### src/rtl/ad_ip_jesd204_tpl_dac_pkg.sv
// Shared TPL DAC definitions: scheduler FSM states, the select-code width
// and the default select code applied out of reset.
package ad_ip_jesd204_tpl_dac_pkg;

  localparam int SEL_WIDTH = 4;
  localparam logic [SEL_WIDTH-1:0] DEFAULT_RESET_SEL = 4'h0;

  typedef enum logic [0:0] {
    IDLE  = 1'b0,
    ARMED = 1'b1
  } sched_state_t;

endpackage

### src/rtl/ad_ip_jesd204_tpl_dac_src_sched_if.sv
// Request channel from the (link_clk-synchronised) register map into the
// source scheduler: valid/ready handshake, per-channel select codes,
// sync-on-apply flag, boundary delay and abort.
interface ad_ip_jesd204_tpl_dac_src_sched_if
  import ad_ip_jesd204_tpl_dac_pkg::*;
#(
  parameter int NUM_CHANNELS = 2,
  parameter int DELAY_WIDTH  = 8
) ();

  logic                              req_valid;
  logic                              req_ready;
  logic [NUM_CHANNELS*SEL_WIDTH-1:0] req_sel;
  logic                              req_sync;
  logic [DELAY_WIDTH-1:0]            req_delay;
  logic                              abort;

  modport master (
    output req_valid, req_sel, req_sync, req_delay, abort,
    input  req_ready
  );

  modport slave (
    input  req_valid, req_sel, req_sync, req_delay, abort,
    output req_ready
  );

endinterface

### src/rtl/ad_ip_jesd204_tpl_dac_mf_counter.sv
// Multiframe beat counter. Counts link beats while the link is ready, holds
// at beat 0 while it is not, and flags the last beat of each multiframe.
// Shared between the DAC and ADC transport layers.
module ad_ip_jesd204_tpl_dac_mf_counter #(
  parameter int BEATS_PER_MF = 16
) (
  input  logic clk,
  input  logic srst,
  input  logic i_link_ready,
  output logic o_mf_boundary
);

  localparam int CNT_W = $clog2(BEATS_PER_MF);
  localparam logic [CNT_W-1:0] LAST_BEAT = CNT_W'(BEATS_PER_MF - 1);

  logic [CNT_W-1:0] r_beat_cnt;
  logic [CNT_W-1:0] w_beat_cnt_next;
  logic             r_mf_boundary;

  // Next beat: advance and wrap while the link is ready, otherwise back to 0.
  always_comb begin
    w_beat_cnt_next = '0;
    if (i_link_ready && (r_beat_cnt != LAST_BEAT)) begin
      w_beat_cnt_next = r_beat_cnt + 1'b1;
    end
  end

  // The boundary flag is registered by predicting the next beat, so it is
  // high exactly while the counter sits on the last beat of a multiframe
  // that was reached with the link ready.
  always_ff @(posedge clk) begin
    if (srst) begin
      r_beat_cnt    <= '0;
      r_mf_boundary <= 1'b0;
    end else begin
      r_beat_cnt    <= w_beat_cnt_next;
      r_mf_boundary <= i_link_ready && (w_beat_cnt_next == LAST_BEAT);
    end
  end

  assign o_mf_boundary = r_mf_boundary;

endmodule

### src/rtl/ad_ip_jesd204_tpl_dac_src_sched.sv
// DAC data-source scheduler (link_clk domain). Latches a per-channel select
// request and applies it to all channels on the same beat, at a multiframe
// boundary, optionally pulsing the DDS phase reset.
// Optional feature macro: ADI_TPL_DAC_SRC_SCHED_STATS_EN adds o_apply_count.
module ad_ip_jesd204_tpl_dac_src_sched
  import ad_ip_jesd204_tpl_dac_pkg::*;
#(
  parameter int                   NUM_CHANNELS = 2,
  parameter int                   BEATS_PER_MF = 16,
  parameter int                   DELAY_WIDTH  = 8,
  parameter logic [SEL_WIDTH-1:0] RESET_SEL    = DEFAULT_RESET_SEL
) (
  input  logic                              clk,
  input  logic                              srst,
  input  logic                              i_link_ready,
  ad_ip_jesd204_tpl_dac_src_sched_if.slave  req_if,
  output logic [NUM_CHANNELS*SEL_WIDTH-1:0] o_dac_data_sel,
  output logic                              o_dac_sync,
  output logic                              o_mf_boundary,
  output logic                              o_applied,
  output logic                              o_busy
`ifdef ADI_TPL_DAC_SRC_SCHED_STATS_EN
  ,
  output logic [15:0]                       o_apply_count
`endif
);

  localparam int SEL_TOT = NUM_CHANNELS * SEL_WIDTH;

  sched_state_t           r_state;
  logic [SEL_TOT-1:0]     r_sel_latched;
  logic                   r_sync_latched;
  logic [DELAY_WIDTH-1:0] r_remaining;
  logic [SEL_TOT-1:0]     r_dac_data_sel;
  logic                   r_dac_sync;
  logic                   r_applied;
  logic                   r_busy;
  logic                   r_req_ready;
  logic [SEL_TOT-1:0]     w_reset_sel;
  logic                   w_mf_boundary;
  logic                   w_accept;
  logic                   w_apply;

  for (genvar gi = 0; gi < NUM_CHANNELS; gi++) begin : g_reset_sel
    assign w_reset_sel[gi*SEL_WIDTH +: SEL_WIDTH] = RESET_SEL;
  end

  ad_ip_jesd204_tpl_dac_mf_counter #(
    .BEATS_PER_MF (BEATS_PER_MF)
  ) u_mf_counter (
    .clk           (clk),
    .srst          (srst),
    .i_link_ready  (i_link_ready),
    .o_mf_boundary (w_mf_boundary)
  );

  // Acceptance uses the registered ready so nothing is taken while it is low.
  // An abort on the final boundary suppresses the apply.
  assign w_accept = (r_state == IDLE) && r_req_ready && req_if.req_valid;
  assign w_apply  = (r_state == ARMED) && w_mf_boundary && !req_if.abort &&
                    (r_remaining == '0);

  // Scheduler FSM with registered handshake and apply outputs.
  always_ff @(posedge clk) begin
    if (srst) begin
      r_state        <= IDLE;
      r_sel_latched  <= w_reset_sel;
      r_sync_latched <= 1'b0;
      r_remaining    <= '0;
      r_dac_data_sel <= w_reset_sel;
      r_dac_sync     <= 1'b0;
      r_applied      <= 1'b0;
      r_busy         <= 1'b0;
      r_req_ready    <= 1'b0;
    end else begin
      r_dac_sync <= 1'b0;
      r_applied  <= 1'b0;
      case (r_state)
        IDLE: begin
          if (w_accept) begin
            r_sel_latched  <= req_if.req_sel;
            r_sync_latched <= req_if.req_sync;
            r_remaining    <= req_if.req_delay;
            r_state        <= ARMED;
            r_req_ready    <= 1'b0;
            r_busy         <= 1'b1;
          end else begin
            r_req_ready    <= 1'b1;
            r_busy         <= 1'b0;
          end
        end
        ARMED: begin
          if (req_if.abort) begin
            r_state     <= IDLE;
            r_req_ready <= 1'b1;
            r_busy      <= 1'b0;
          end else if (w_apply) begin
            r_dac_data_sel <= r_sel_latched;
            r_dac_sync     <= r_sync_latched;
            r_applied      <= 1'b1;
            r_state        <= IDLE;
            r_req_ready    <= 1'b1;
            r_busy         <= 1'b0;
          end else if (w_mf_boundary) begin
            r_remaining <= r_remaining - 1'b1;
          end
        end
        default: begin
          r_state     <= IDLE;
          r_req_ready <= 1'b0;
          r_busy      <= 1'b0;
        end
      endcase
    end
  end

  assign req_if.req_ready = r_req_ready;
  assign o_dac_data_sel   = r_dac_data_sel;
  assign o_dac_sync       = r_dac_sync;
  assign o_applied        = r_applied;
  assign o_busy           = r_busy;
  assign o_mf_boundary    = w_mf_boundary;

`ifdef ADI_TPL_DAC_SRC_SCHED_STATS_EN
  logic [15:0] r_apply_count;

  // Saturating count of applied requests; aborts are not counted.
  always_ff @(posedge clk) begin
    if (srst) begin
      r_apply_count <= 16'd0;
    end else if (w_apply && (r_apply_count != 16'hFFFF)) begin
      r_apply_count <= r_apply_count + 16'd1;
    end
  end

  assign o_apply_count = r_apply_count;
`endif

endmodule
### src/flat_wrapper.sv
// flat-port wrapper written by rule: the top's interface ports become plain ports
module ad_ip_jesd204_tpl_dac_src_sched_flat import ad_ip_jesd204_tpl_dac_pkg::*;
#(
  parameter int                   NUM_CHANNELS = 2,
  parameter int                   BEATS_PER_MF = 16,
  parameter int                   DELAY_WIDTH  = 8,
  parameter logic [SEL_WIDTH-1:0] RESET_SEL    = DEFAULT_RESET_SEL
)
  (clk, srst, i_link_ready, o_dac_data_sel, o_dac_sync, o_mf_boundary, o_applied, o_busy, req_if_req_valid, req_if_req_sel, req_if_req_sync, req_if_req_delay, req_if_abort, req_if_req_ready);
  ad_ip_jesd204_tpl_dac_src_sched_if #(.NUM_CHANNELS(NUM_CHANNELS), .DELAY_WIDTH(DELAY_WIDTH)) req_if_i ();
  input  logic clk;
  input  logic srst;
  input  logic i_link_ready;
  output logic [NUM_CHANNELS*SEL_WIDTH-1:0] o_dac_data_sel;
  output logic o_dac_sync;
  output logic o_mf_boundary;
  output logic o_applied;
  output logic o_busy;
  input wire logic [$bits(req_if_i.req_valid)-1:0] req_if_req_valid;
  input wire logic [$bits(req_if_i.req_sel)-1:0] req_if_req_sel;
  input wire logic [$bits(req_if_i.req_sync)-1:0] req_if_req_sync;
  input wire logic [$bits(req_if_i.req_delay)-1:0] req_if_req_delay;
  input wire logic [$bits(req_if_i.abort)-1:0] req_if_abort;
  output wire logic [$bits(req_if_i.req_ready)-1:0] req_if_req_ready;
  assign req_if_i.req_valid = req_if_req_valid;
  assign req_if_i.req_sel = req_if_req_sel;
  assign req_if_i.req_sync = req_if_req_sync;
  assign req_if_i.req_delay = req_if_req_delay;
  assign req_if_i.abort = req_if_abort;
  assign req_if_req_ready = req_if_i.req_ready;
  ad_ip_jesd204_tpl_dac_src_sched #(.NUM_CHANNELS(NUM_CHANNELS), .BEATS_PER_MF(BEATS_PER_MF), .DELAY_WIDTH(DELAY_WIDTH), .RESET_SEL(RESET_SEL)) u_core (.clk(clk), .srst(srst), .i_link_ready(i_link_ready), .req_if(req_if_i), .o_dac_data_sel(o_dac_data_sel), .o_dac_sync(o_dac_sync), .o_mf_boundary(o_mf_boundary), .o_applied(o_applied), .o_busy(o_busy));
endmodule
### config.mk
export PLATFORM = sky130hd
export DESIGN_NAME = ad_ip_jesd204_tpl_dac_src_sched_flat
export DESIGN_NICKNAME = d
export VERILOG_FILES = /design/src/rtl/ad_ip_jesd204_tpl_dac_pkg.sv /design/src/rtl/ad_ip_jesd204_tpl_dac_src_sched_if.sv /design/src/rtl/ad_ip_jesd204_tpl_dac_mf_counter.sv /design/src/rtl/ad_ip_jesd204_tpl_dac_src_sched.sv /design/src/flat_wrapper.sv
export SDC_FILE = /design/constraint.sdc
export NUM_CORES = 1
export LEC_CHECK = 0
export BUFFER_PORTS_ARGS = -buffer_cell sky130_fd_sc_hd__buf_4
export CAP_MARGIN = 20
export CORE_AREA = 3 3 62 64
export CTS_CLUSTER_DIAMETER = 50
export DETAILED_ROUTE_END_ITERATION = 8
export DIE_AREA = 0 0 65 67
export GPL_TIMING_DRIVEN = 0
export HOLD_SLACK_MARGIN = 0.12
export PLACE_DENSITY = 0.73
export SLEW_MARGIN = 20
export SYNTH_ARGS = -nofsm -noshare
export SYNTH_HDL_FRONTEND = slang
export SYNTH_SLANG_ARGS = --single-unit
### constraint.sdc
create_clock -name clk -period 1.4 [get_ports clk]
set_input_delay 0.28 -clock clk [delete_from_list [all_inputs] [get_ports clk]]
set_output_delay 0.28 -clock clk [all_outputs]
set_load 0.02 [all_outputs]
==> run metrics <==
Clock Pin Slew Worst Setup and Hold Paths 120 ps; number of global-route vias before repair 1,493; startpoint types register; final cell area excluding filler cells ~2200 sq um; number of hold violations in the final report 0; max-cap violations 0; CP Class reg -> reg; pre-CTS setup slack -240 ps; DRC viols 0; IO buf count 33; Synthesized Nets 195; Yosys top cell area share 45.5%; CTS buffer count 5; Post-Syn Area roughly 1500 sq um; DRT Wirelength 4220 um; period utilization 110%; drt initial violations 70; Slew Limit Fails 0; maximum number of pins on one net before global-route repair 12; CTS HTree Levels 2; DIE AREA 4360 sq um; Combinational Power Share 18.4%; Avg Cell Area, Syn 9.07 sq um; EDFF count, synth 0; Post-DRT Antenna Nets 0; nets@finish roughly 250; Seq pwr share roughly 54%; Main synth FF type dfxtp_1; RSZ-0062 raised after global routing yes; CP Data Arrival Time 1750 ps; maximum VDD drop 0.712 mV; Synth cell types 34; clock root cell clkbuf_4; multi-input logic area 923 sq um; WHS 180 ps; fill count 299; register-to-register setup slack -140 ps; Top Ports 35; worst path required time approximately 1600 ps; DP Wirelength 2660 um; diode count 0; violations in the final reports negative setup slack; die outline height about 67 um; sw frac 28.7%; top cells by area, synth dfxtp_1 45%, mux2i_1 6.5%, nand2_1 5.6%; number of synthesis warnings 0; most common cell after layout, fill and taps aside buf_4; sequential cell area fraction in the yosys report 45.5%; GR Overflow Total 0; CTS Sinks 35; GP Congestion 0.916; worst r2r path cells 7; Fmax achieved between 600 and 700 MHz; initial antenna violation count 0; register area 703 sq um; Clock Power Share about 27%; global-route wire length before repair 6730 um; final setup vio count 20; layout cells sized above 1 36.3%; worst skew pair latency 340 ps; Synth area leader dfxtp_1; non-filler instance count after layout 269; mean number of vias per cell 5.37; leakage 0.000893 uW; all-layer global routing usage about a fifth; die width approximately 65 um; Placed Cells incl. Taps 249; Psw 565 uW; Post-Route Skew 12.8 ps; asr flop ratio synth 0%; most frequent cells in the layout 41 x buf_4, 33 x dfxtp_1, 23 x nand2_1; Placeable Area about 3300 sq um; Power Density 915 nW/um^2; Syn Inst Count 170; Worst-Margin Slew about 720 ps; 1st-pass router iterations 4; crit path time final 1540 ps; Hold Crit Depth 3; Max-slew headroom 52.3%; Seq cells post-synth 35; Worst Setup End Kind register; placed inst area roughly 1900 sq um; wire per inst 15.7 um; Std-Cell Rows 21; routed via count about 1,400; CTS Buffer Depth 2; CTS tree built; Crit Path Max Fanout 6; worst hold-check path type in -> reg; Initial Util 46.2%; cell internal pwr 1400 uW; Layout area overhead 39.5%; final setup margin -145 ps; outcome finished with violations
[kinds of logic after synthesis]
logic type	share of synthesized area, %
AOI/OAI and AO/OA	15.2
xor gates and xnor gates	1.14
adders and majority gates	2.44
buffers and inverters	3.81
DFF	45.5
muxes	6.49
and+or+nand+nor	25.5
[worst paths after layout]
path	from	endpoint
max	u_core.r_remaining[0]	u_core.r_remaining[3]
min	req_if_req_sel[2]	u_core.r_sel_latched[2]
max reg2reg	u_core.r_remaining[0]	u_core.r_remaining[3]
min reg2reg	u_core.r_sel_latched[2]	u_core.r_sel_latched[2]
[final cells by class]
type | instances | share of cell area, %
Multi-Input combinational cell | 122 | 42.9
Sequential cell | 35 | 32.7
Timing Repair Buffer | 45 | 16.3
Tap cell | 46 | 2.68
Buffer | 9 | 2.15
Clock buffer | 6 | 1.92
Inverter | 4 | 0.698
Clock inverter | 2 | 0.582
[Yosys cell counts (2+ instances only)]
master	count
inv_1	4
nor2b_1	8
clkbuf_1	6
a21oi_1	17
nor2_1	16
ha_1	3
nand3b_1	3
o32ai_1	6
nand2_1	23
nand3_1	5
nand2b_1	6
a22oi_1	2
buf_2	2
a31oi_1	5
mux2i_1	10
nor4_1	2
dfxtp_1	35
[metal layers]
metal  up-vias  GRT usage (%)  share of wire [%]
met5         -              0                  0
met4         0           7.65               0.74
met3         4           7.59                5.2
met2        46           35.2                 52
met1       693           23.1                 42
li1        701              -                  -
[power groups by stage]
stage	Sequential [uW]	Clock (uW)	Combinational, uW
2_1_floorplan	1080	0	167
3_3_place_gp	1080	0	254
3_5_place_dp	1080	0	262
4_1_cts	1060	549	311
5_1_grt	1070	611	392
6_report	1070	539	363
[per-stage QoR]
step / power, uW / utilization (%) / setup TNS (ps)
after floorplan: 1250 / - / 0
after global placement: 1340 / 55.5 / -1470
after detailed placement: 1350 / 55.5 / -2380
after CTS: 1920 / 61.3 / -624
after global routing: 2070 / 64.5 / -3370
final: 1970 / 64.5 / -1700
[critical path, stage by stage (launching register included)]
cell and delay, ps:
dfxtp_2 360, inv_2 70, ha_4 110, nor3b_4 270
buf_6 150, a21oi_4 70, nor2_4 250, o32ai_2 110
[flip-flops by register name, indices dropped and copies added (netlist names), 4 cells and up]
| name | cells |
|---|---|
| u_core.o_dac_data_sel | 8 |
| u_core.r_remaining | 8 |
| u_core.r_sel_latched | 8 |
| u_core.u_mf_counter.r_beat_cnt | 4 |
[what timing repair did]
| action | in CTS | in global routing |
|---|---|---|
| setup endpoints to repair | 19 | 29 |
| hold buffers | 0 | 1 |
| pin swaps | 4 | 9 |
| hold endpoints to repair | 0 | 1 |
| setup buffers | 7 | 4 |
| gates resized for setup | 18 | 13 |
Power figures use the tool's default switching activity.
